--- config.mk ---
export PLATFORM = sky130hd
export DESIGN_NAME = edge_detect_bank
export DESIGN_NICKNAME = d
export VERILOG_FILES = /design/src/rtl/edge_detect_bank.sv
export SDC_FILE = /design/constraint.sdc
export NUM_CORES = 1
export LEC_CHECK = 0
export ABC_AREA = 1
export ABC_CLOCK_PERIOD_IN_PS = 1640
export CELL_PAD_IN_SITES_DETAIL_PLACEMENT = 0
export CELL_PAD_IN_SITES_GLOBAL_PLACEMENT = 1
export CORE_ASPECT_RATIO = 0.9
export CORE_MARGIN = 3
export CORE_UTILIZATION = 35
export DETAILED_ROUTE_END_ITERATION = 6
export PLACE_DENSITY_LB_ADDON = 0.12
export REMOVE_ABC_BUFFERS = 1
export SETUP_SLACK_MARGIN = 0.3
export SKIP_CTS_REPAIR_TIMING = 1
export SYNTH_ARGS = -nofsm -noshare
export SYNTH_HDL_FRONTEND = slang
export SYNTH_SLANG_ARGS = --single-unit
--- constraint.sdc ---
create_clock -name clk -period 1.64 [get_ports clk]
set_input_delay 0.246 -clock clk [delete_from_list [all_inputs] [get_ports clk]]
set_output_delay 0.246 -clock clk [all_outputs]
set_load 0.1 [all_outputs]
--- src/rtl/edge_detect_bank.sv ---
// -----------------------------------------------------------------------------
// edge_detect_bank
//
// Multi-channel edge detector for asynchronous level inputs (buttons,
// switches, external strobes). Each channel runs:
//   raw level -> SYNC_STAGES-flop synchroniser -> debounce FSM -> edge events
// Edge events come out either same-cycle (Mealy, REG_TICK=0) or one cycle
// later (Moore, REG_TICK=1). Sticky pending flags are provided for polling.
//
// Parameters:
//   WIDTH        number of independent channels (1..32)
//   SYNC_STAGES  synchroniser depth (>=2)
//   DB_CNT       consecutive disagreeing cycles needed to flip filtered
//                (1..255, 1 = no debounce)
//   REG_TICK     0 = Mealy tick, 1 = Moore (registered) tick
//
// Ports:
//   clk          clock, all state on rising edge
//   reset        asynchronous active-high reset, clears all state
//   en           global enable for tick/pending generation
//   level        raw asynchronous inputs
//   rise_en      per-channel rising-edge enable
//   fall_en      per-channel falling-edge enable
//   clr          per-channel synchronous clear of pending
//   filtered     debounced level (registered)
//   rise, fall   one-cycle edge pulses
//   tick         rise | fall
//   pending      sticky event flags (set wins over clr)
//   any_pending  OR-reduction of pending
// -----------------------------------------------------------------------------
module edge_detect_bank #(
    parameter int WIDTH       = 4,
    parameter int SYNC_STAGES = 2,
    parameter int DB_CNT      = 4,
    parameter int REG_TICK    = 0
) (
    input  logic             clk,
    input  logic             reset,
    input  logic             en,
    input  logic [WIDTH-1:0] level,
    input  logic [WIDTH-1:0] rise_en,
    input  logic [WIDTH-1:0] fall_en,
    input  logic [WIDTH-1:0] clr,
    output logic [WIDTH-1:0] filtered,
    output logic [WIDTH-1:0] rise,
    output logic [WIDTH-1:0] fall,
    output logic [WIDTH-1:0] tick,
    output logic [WIDTH-1:0] pending,
    output logic             any_pending
);

    localparam int CNT_W = $clog2(DB_CNT + 1);
    localparam logic [CNT_W-1:0] CNT_LAST = CNT_W'(DB_CNT - 1);

    typedef enum logic {
        ST_STABLE   = 1'b0,
        ST_COUNTING = 1'b1
    } db_state_t;

    genvar gi;
    generate
        for (gi = 0; gi < WIDTH; gi++) begin : g_chan
            // ------------------------------------------------------------
            // Synchroniser: the only logic that ever sees the raw level.
            // ------------------------------------------------------------
            logic [SYNC_STAGES-1:0] sync_reg;
            logic                   s;

            always_ff @(posedge clk or posedge reset) begin
                if (reset) begin
                    sync_reg <= '0;
                end else begin
                    sync_reg <= {sync_reg[SYNC_STAGES-2:0], level[gi]};
                end
            end

            assign s = sync_reg[SYNC_STAGES-1];

            // ------------------------------------------------------------
            // Debounce FSM
            // ------------------------------------------------------------
            db_state_t        state_reg, state_next;
            logic [CNT_W-1:0] cnt_reg,   cnt_next;
            logic             filt_reg,  filt_next;
            logic             flip;

            always_ff @(posedge clk or posedge reset) begin
                if (reset) begin
                    state_reg <= ST_STABLE;
                    cnt_reg   <= '0;
                    filt_reg  <= 1'b0;
                end else begin
                    state_reg <= state_next;
                    cnt_reg   <= cnt_next;
                    filt_reg  <= filt_next;
                end
            end

            always_comb begin
                state_next = state_reg;
                cnt_next   = cnt_reg;
                filt_next  = filt_reg;
                flip       = 1'b0;
                case (state_reg)
                    ST_STABLE: begin
                        if (s != filt_reg) begin
                            if (DB_CNT == 1) begin
                                // No debounce: the first disagreeing cycle
                                // is already the flip cycle.
                                flip      = 1'b1;
                                filt_next = ~filt_reg;
                                cnt_next  = '0;
                            end else begin
                                state_next = ST_COUNTING;
                                cnt_next   = CNT_W'(1);
                            end
                        end else begin
                            cnt_next = '0;
                        end
                    end
                    ST_COUNTING: begin
                        if (s == filt_reg) begin
                            // Glitch shorter than DB_CNT: drop it silently.
                            state_next = ST_STABLE;
                            cnt_next   = '0;
                        end else if (cnt_reg == CNT_LAST) begin
                            flip       = 1'b1;
                            filt_next  = ~filt_reg;
                            cnt_next   = '0;
                            state_next = ST_STABLE;
                        end else begin
                            cnt_next = cnt_reg + CNT_W'(1);
                        end
                    end
                    default: begin
                        state_next = ST_STABLE;
                        cnt_next   = '0;
                    end
                endcase
            end

            // ------------------------------------------------------------
            // Event generation. Enables are sampled in the flip cycle in
            // both modes, so re-enabling later never replays an old edge.
            // ------------------------------------------------------------
            logic rise_c;
            logic fall_c;
            logic pend_reg;

            assign rise_c = flip & ~filt_reg & rise_en[gi] & en;
            assign fall_c = flip &  filt_reg & fall_en[gi] & en;

            if (REG_TICK != 0) begin : g_moore
                logic rise_reg;
                logic fall_reg;

                always_ff @(posedge clk or posedge reset) begin
                    if (reset) begin
                        rise_reg <= 1'b0;
                        fall_reg <= 1'b0;
                    end else begin
                        rise_reg <= rise_c;
                        fall_reg <= fall_c;
                    end
                end

                assign rise[gi] = rise_reg;
                assign fall[gi] = fall_reg;
            end else begin : g_mealy
                // Registers are cleared asynchronously, so flip (and with it
                // these pulses) is already 0 while reset is held.
                assign rise[gi] = rise_c;
                assign fall[gi] = fall_c;
            end

            // Pending is set from the unregistered event in both modes: in
            // Moore mode that is the same edge that loads the tick register.
            // Set takes priority over clr; en does not clear it.
            always_ff @(posedge clk or posedge reset) begin
                if (reset) begin
                    pend_reg <= 1'b0;
                end else begin
                    pend_reg <= (pend_reg & ~clr[gi]) | rise_c | fall_c;
                end
            end

            assign filtered[gi] = filt_reg;
            assign pending[gi]  = pend_reg;
        end
    endgenerate

    assign tick        = rise | fall;
    assign any_pending = |pending;

endmodule

---- Yosys cells after proc, flatten, opt, wreduce, memory -nomap -nowiden ----
Cells that the tools add are included.
W data, S select, Z words.
operators by class
  add/subtract/negate cells ............... 4
  equality and inequality tests ........... 12
  multiplexer cells ....................... 44
  bitwise gates (word level) .............. 53
  reduce and logical (&&, ||, !) cells .... 5
operators by type and width
  kind                   count
  $and A1 B1 Y1          28
  $mux W1                28
  $mux W3                8
  $pmux W3 S2            4
  $not A1 Y1             16
  $add A3 B1 Y3 const B  4
  $eq A3 B2 Y1 const B   4
  $reduce_and A3 Y1      4
  $or A1 B1 Y1           8
  $pmux W1 S2            4
  $eq A1 B1 Y1           4
  $ne A1 B1 Y1           4
  $or A4 B4 Y4           1
  $reduce_or A4 Y1       1
storage, ports and cells
  bits in registers ....................... 32
  input port bits ......................... 19
  output and inout port bits .............. 21
  word-level logic and storage cells ...... 138

---- Logic depth before layout (Yosys ltp) ----
Gate-level depths: netlist of run 1.
  depth after elaboration ................. 9
  gate-level depth with buffers ........... 8
  mapped depth without buffers ............ 7

---- Least setup slack after synthesis of run 1 ----
No wires, ideal clock.
  path type ............................... flip-flop to output port
  start ................................... register g_chan[1].cnt_reg[0]
  end ..................................... output port tick[1]
  data arrival time ....................... 1,511 ps
  data required time ...................... 1,394 ps
  slack ................................... -117 ps
  cell stages (with the launch flop) ...... 8
  buffers on the path ..................... 0
  cell sequence ........................... dfrtp_1 > ha_1 > inv_1 > nor2_4 > nand4_1 > inv_1 > nand2_1 > nand2_1
on the way
  cells in the longest elaborated chain, start to end .. 8
  elaborated cells between the ends (all ways) .. 11
  those cells by class .................... 1 x eq/ne; 3 x mux; 7 x bitwise
ends and longest elaborated chain
  what                                           RTL line  source
  start: declaration                             83        logic [CNT_W-1:0] cnt_reg, cnt_next;
  start signal: assignment                       94        cnt_reg <= cnt_next;
  $eq A3 B2 Y1 (*)                               126       end else if (cnt_reg == CNT_LAST) begin
  $mux W1 (*)                                    126
  $mux W1 (*)                                    122       if (s == filt_reg) begin
  $mux W1 (*)                                    104       case (state_reg)
  $and A1 B1 Y1 (on tied branches) (3 in a row)  150, 151
  $or A4 B4 Y4 (*)                               192       assign tick = rise | fall;
  end: declaration                               47        output logic [WIDTH-1:0] tick,
Every way passes the cells marked *; elsewhere a longest branch is shown, timed or not.

---- Worst setup path in the final report of run 1 ----
Same ends and word-level chain as after synthesis.

==> results of run 1 <==
==> critical path, cell delays in order, from the launching register on <==
cell     delay [ns]
dfrtp_1        0.35
ha_2           0.17
inv_2          0.04
nor2_4         0.15
nand4_1        0.13
inv_1          0.09
nand2_2        0.08
nand2_2        0.08
buf_12         0.17
==> cell usage after synthesis <==
library cell	count	share of area (%)
dfrtp_1	32	53
inv_1	36	8.9
a21oi_1	6	2.0
o21ai_0	2	0.66
nor3b_1	2	0.98
ha_1	4	3.3
or2_0	2	0.82
nor3b_2	1	0.82
buf_4	17	8.4
xor2_1	1	0.57
inv_2	1	0.25
o211ai_1	2	0.98
nand3_1	6	2.0
nor2_4	3	2.2
or2_2	1	0.41
nor3_1	1	0.33
nand2_2	1	0.41
nor2_1	10	2.5
nand4_1	6	2.5
nand2_1	39	9.6
==> how the worst min path moves through the flow <==
stage,to,slack (ns),depth (start not counted)
floorplan,g_chan[0].sync_reg[0],0.28,0
global placement,g_chan[3].sync_reg[1],0.34,0
detailed placement,g_chan[2].sync_reg[1],0.33,0
CTS,g_chan[3].sync_reg[0],0.29,3
global route,g_chan[3].sync_reg[1],0.32,3
finish,g_chan[3].sync_reg[0],0.29,3
==> cells by family after synthesis <==
logic type      share of synthesized area [%]
simple gates                             22.5
compound gates                           3.61
fa+ha+maj                                3.28
xor+xnor                                0.575
flops                                    52.5
buf+inv                                  17.5
==> stage by stage <==
stage               setup slack [ns]  total power [W]
finish                        -0.165          0.00319
global route                  -0.283          0.00338
CTS                           -0.204          0.00307
detailed placement            -0.100          0.00223
global placement             -0.0735          0.00220
floorplan                     -0.630          0.00182
==> power breakdown <==
group	internal, W	switching (W)	total, W
clock	0.000536	0.000294	0.000830
combinational	0.000492	0.000726	0.00122
sequential	0.000972	0.000175	0.00115
total	0.00200	0.00119	0.00319
==> per-layer routing <==
metal,global-route usage [%],up-vias,share of wire (%)
li1,-,601,-
met1,17.7,537,45
met2,20.3,45,46
met3,5.65,2,8.1
met4,6.55,0,0.80
met5,0,-,0
==> cells in the final DEF, fill, tap and decap left out, drive strengths merged <==
cell type and n:
buf 39, ha 4, o21ai 2, bufinv 1
clkdlybuf4s50 17, nand3 6, nand2 40, nor3b 3
dlymetal6s2s 1, o211ai 2, a21oi 6, or2 3
inv 37, nor3 1, xor2 1, nand4 6
clkbuf 7, nor2 13, dfrtp 32
==> layout make-up <==
| cell class | instances | area share (%) |
|---|---|---|
| sequential | 32 | 33.0 |
| timing repair buffer | 57 | 30.4 |
| multi-input combinational | 87 | 22.9 |
| inverter | 37 | 6.00 |
| clock buffer | 7 | 3.95 |
| tap | 48 | 2.46 |
| clock inverter | 1 | 1.23 |
==> run summary, run 1 <==
* violations in the final reports: setup timing
* half-perimeter wire length of the detailed placement result: 2330 µm
* DRC violations left: 0
* Worst Clk Skew: 0.00326 ns
* total standard cell area after synthesis: 1520 µm²
* Max Freq: 554 MHz
* routed wire length: 3130 µm
* area of the multi-input gates: 559 µm²
* number of synthesized register bits: 32
* maximum number of pins on one net before global-route repair: 17
* number of CTS-inserted buffers: 5
* cell depth of the worst flop-to-flop path: 6
* number of placement rows: 22
* Layout area overhead: 60.1%
* Initial DRC Count: 84
* DR pass1 iterations: 4
* clock transition at the registers of the reported paths: 0.07 ns
* first-pass GRT wire length: 5220 µm
* Crit path arrival time: 1.56 ns
* CTS Root Buffer Type: clkbuf_8
* kind of launch point of the worst setup path: flip-flop
* setup TNS after final layout: -1.16 ns
* ratio of cells with drive above 1 in the final layout: 40.3%
* Tcrit/Tclk final: 110%
* Final Hold Viols: 0
* number of vias per cell: 4.41
* y dimension of the die: 68.6 µm
* Hold WS: 0.291 ns
* Avg Inst Size Synth: 8.81 µm²
* non-filler cells, final: 269
* max_slew headroom: 85.5%
* fill cell instance count of the final layout: 340
* post-route core utilization: 59.1%
* vias post-DR: 1185
* max-cap check violation count: 0
* GPL Wtd Cong: 0.761
* startpoint of the worst-slack reg-to-reg timing path: g_chan[0].cnt_reg[0]
* instance area at placement: 2110 µm²
* transition time at the pin with the least slew margin: 0.218 ns
* Max rail drop VDD: 0.712 mV
* areal power density over the cells: 1310 nW/µm²
* number of distinct standard cells referenced by the synthesized netlist: 20
* unrepaired setup endpoints after global routing: true
* number of antenna violations at the first check in global routing: 0
* Placed Cells incl. Taps: 250
* Final #Nets: 243
* crit path time final: 1.81 ns
* clk_lat worst skew: 0.28 ns
* CP endpoint: tick[1]
* final antenna-violating net count: 0
* start point of the critical path: g_chan[1].cnt_reg[0]
* number of flip-flops in the largest register: 12
* number of buffers on the longest clock path: 2
* global-route congestion overflow total: 0
* number of failing setup endpoints in the final timing report: 9
* minimum setup slack in the final design: -0.165 ns
* routed wire length per instance: 11.6 µm
* post-synthesis instance total: 173
* core region area: 4130 µm²
* clock sink count: 32
* largest fanout of any net on the critical path: 6
* port bufs: 39
* Max H-tree Level: 2
* number of warnings issued by yosys: 0
* Hold/Removal Path Class: in -> async
* floorplan die width: 75.6 µm
* CTS tree: built
* pins over their slew limit: 0
* P_leak: 1.26 nW
* part of the Yosys area used for sequential elements: 52.5%
* end of the worst register-to-register path: g_chan[0].pend_reg
* count of pins on the block boundary: 40
* result of the run: finished with violations
* ant diodes: 0
* reg2reg setup slack: 0.36 ns
* effective utilization at floorplan: 36.9%
* area of all sequential standard cells: 806 µm²
* total track usage: 13.8%
* critical path capture point type: output port
* summed area of non-filler cells in the final layout: 2440 µm²
* Die Outline Area: 5180 µm²
* Worst Path Class, Setup: reg -> out
* critical path required time: 1.39 ns
* number of global-route vias before repair: 1174
No activity file was read; power rests on OpenSTA's default activity.
==> run 2, diff against run 1 <==
--- a/config.mk
+++ b/config.mk
@@ -11,5 +11,5 @@
 export CELL_PAD_IN_SITES_GLOBAL_PLACEMENT = 1
 export CORE_ASPECT_RATIO = 0.9
-export CORE_MARGIN = 3
+export CORE_MARGIN = 8
 export CORE_UTILIZATION = 35
 export DETAILED_ROUTE_END_ITERATION = 6
==> constraint.sdc (replaced) <==
create_clock -name clk -period 1.64 [get_ports clk]
set_input_delay 0.328 -clock clk [delete_from_list [all_inputs] [get_ports clk]]
set_output_delay 0.328 -clock clk [all_outputs]
set_load 0.1 [all_outputs]
==> run 2 against run 1 <==
Against the previous run:
- the run still ends with setup timing left
- cell count is 2.2% higher
- clock power is 27% lower
- sequential power barely moved
- setup slack got worse by 0.095 ns
==> run summary, run 2 (synthesis results as in run 1) <==
* Worst path most repeated cell: nand2_2
* clk_lat worst skew: 0.28 ns, about the same
* P_leak: 1.29 nW, +2.7%
* critical path required time: 1.31 ns, -0.08 ns
* y dimension of the die: 78.6 µm, +15%
* DR pass1 iterations: 4, unchanged
* number of antenna violations at the first check in global routing: 0, unchanged
* final antenna-violating net count: 0, unchanged
* pins over their slew limit: 0, unchanged
* maximum number of pins on one net before global-route repair: 22, +5
* minimum setup slack in the final design: -0.260 ns, -0.0949 ns
* half-perimeter wire length of the detailed placement result: 2620 µm, +12%
* Tcrit/Tclk final: 116%, +5.8 points
* Max rail drop VDD: 0.719 mV, +1.1%
* most common cell after layout, fill and taps aside: dfrtp_1
* core region area: 4130 µm², unchanged
* number of flip-flops in the largest register: 12, unchanged
* summed area of non-filler cells in the final layout: 2430 µm², -0.20%
* port bufs: 39, unchanged
* GPL Wtd Cong: 0.770, +1.1%
* Crit path arrival time: 1.57 ns, about the same
* clock transition at the registers of the reported paths: 0.06 ns, about the same
* fill cell instance count of the final layout: 362, +6.5%
* Place WS: -0.279 ns, -0.178 ns
* Internal Power: 0.00179 W, -10%
* instance area at placement: 2160 µm², +2.4%
* layer with the highest usage after global routing: met2
* Hold/Removal Path Class: in -> async
* routed wire length per instance: 12.4 µm, +6.2%
* floorplan die width: 85.6 µm, +13%
* max-cap check violation count: 0, unchanged
* crit path time final: 1.90 ns, +0.0949 ns
* routed wire length: 3400 µm, +8.6%
* areal power density over the cells: 1220 nW/µm², -7.0%
* kind of cell adding the most delay to the critical path: simple AND/OR/NAND/NOR gates
* ratio of cells with drive above 1 in the final layout: 39.2%, -1.1 points
* Die Outline Area: 6720 µm², +30%
* critical path capture point type: output port
* met1 Use GR: 11.2%, -6.5 points
* number of vias per cell: 4.40, -0.12%
* result of the run: finished with violations
* unrepaired setup endpoints after global routing: true
* vias post-DR: 1210, +2.1%
* Total Power: 0.00296 W, -7.2%
* proportion of power drawn by the clock network: 20.4%, -5.6 points
* sequential power share: 39.0%, +3.1 points
* CTS tree: built
* switching power summed over all nets: 0.00117 W, -2.0%
* number of failing setup endpoints in the final timing report: 11, +2
* effective utilization at floorplan: 36.9%, unchanged
* largest fanout of any net on the critical path: 5, -1
* number of CTS-inserted buffers: 5, unchanged
* number of global-route vias before repair: 1209, +3.0%
* clock sink count: 32, unchanged
* crit path cell chain: ha_1 -> inv_2 -> nor2_4 -> nand4_1 -> inv_1 -> nand2_2 -> nand2_2 -> buf_12
* non-filler cells, final: 275, +2.2%
* Critical path buffers and inverters: 3, unchanged
* kind of launch point of the worst setup path: flip-flop
* Max H-tree Level: 2, unchanged
* Final Hold Viols: 0, unchanged
* number of buffers on the longest clock path: 2, unchanged
* CTS Root Buffer Type: clkbuf_8
* Max Freq: 526 MHz, -5.0%
* most used cells in the layout excluding fill and tap cells: dfrtp_1, nand2_1, inv_1
* relative contribution of combinational cells to total power: 40.6%, +2.5 points
* count of pins on the block boundary: 40, unchanged
* violations in the final reports: setup timing
* Initial DRC Count: 20, -76%
* met3 usage in global routing: 5.10%, -0.55 points
* Layout area overhead: 59.8%
* standard cell with the maximum stage delay on the critical path: dfrtp_1
* transition time at the pin with the least slew margin: 0.280 ns, +0.0620 ns
* first-pass GRT wire length: 5450 µm, +4.4%
* Worst Path Class, Setup: reg -> out
* maximum single-stage delay on the critical path: 0.35 ns, about the same
* DRC violations left: 0, unchanged
* max_slew headroom: 81.3%, -4.2 points
* number of placement rows: 22, unchanged
* Placed Cells incl. Taps: 255, +2.0%
* net switching share of the total power: 39.5%, +2.1 points
* GR met2 Demand/Resource: 16.6%, -3.7 points
* setup TNS after final layout: -1.75 ns, -0.593 ns
* Final #Nets: 249, +2.5%
* global-route congestion overflow total: 0, unchanged
* Worst Clk Skew: 0.00301 ns, -0.000253 ns
* ant diodes: 0, unchanged
* total track usage: 10.4%, -3.5 points
run 2: changes by cell type in the layout (fill, tap and decap cells not counted), sizes merged:
cell    previous run  this run
buf               39        45
bufinv             1         0
clkbuf             7         6
clkinv             0         2
run 2: power by group through the flow:
stage	sequential, W	combinational, W	clock [W]
final	0.00116	0.00120	0.000605
after global routing	0.00118	0.00131	0.000673
after CTS	0.00114	0.00110	0.000635
after detailed placement	0.00115	0.00109	0
after global placement	0.00114	0.00107	0
after floorplan	0.00143	0.000392	0
run 2: through the flow:
step	utilization, %	hold WS (ns)
after floorplan	-	0.331
after global placement	52.3	0.338
after detailed placement	52.3	0.336
after CTS	54.5	0.281
after global routing	59.0	0.307
final	59.0	0.281
run 2: worst paths after layout:
path | start | end | slack (ns) | cells after the start
min in group clk | g_chan[2].sync_reg[0] | g_chan[2].sync_reg[1] | 0.35 | 0
max | g_chan[2].cnt_reg[0] | tick[2] | -0.26 | 8
max in group asynchronous | reset | g_chan[1].filt_reg | 0.96 | 3
min | reset | g_chan[3].sync_reg[1] | 0.28 | 2
max reg2reg | g_chan[0].cnt_reg[0] | g_chan[0].pend_reg | 0.26 | 7
min reg2reg | g_chan[2].sync_reg[0] | g_chan[2].sync_reg[1] | 0.35 | 0
run 2: layout make-up:
class	count	area [µm²]	share of cell area [%]
tap	48	60.1	2.47
inverter	37	141	5.81
timing repair buffer	63	811	33.3
clock inverter	2	10.0	0.411
clock buffer	6	82.6	3.39
multi-input combinational	87	527	21.6
sequential	32	803	33.0
run 2: metal layers:
metal / vias to the layer above / share of wire (%) / wire, µm
li1: 614 / - / -
met1: 564 / 42 / 1430
met2: 25 / 49 / 1670
met3: 7 / 7.1 / 240
met4: 0 / 1.6 / 55
met5: - / 0 / 0
run 2: worst reg2reg max path, cell delays in order, from the launching register on:
cell and delay (ns):
dfrtp_1 0.39, ha_4 0.17, nand2_4 0.06, nor2_4 0.14, nand4_1 0.19, buf_4 0.19, buf_6 0.10, o211ai_1 0.06
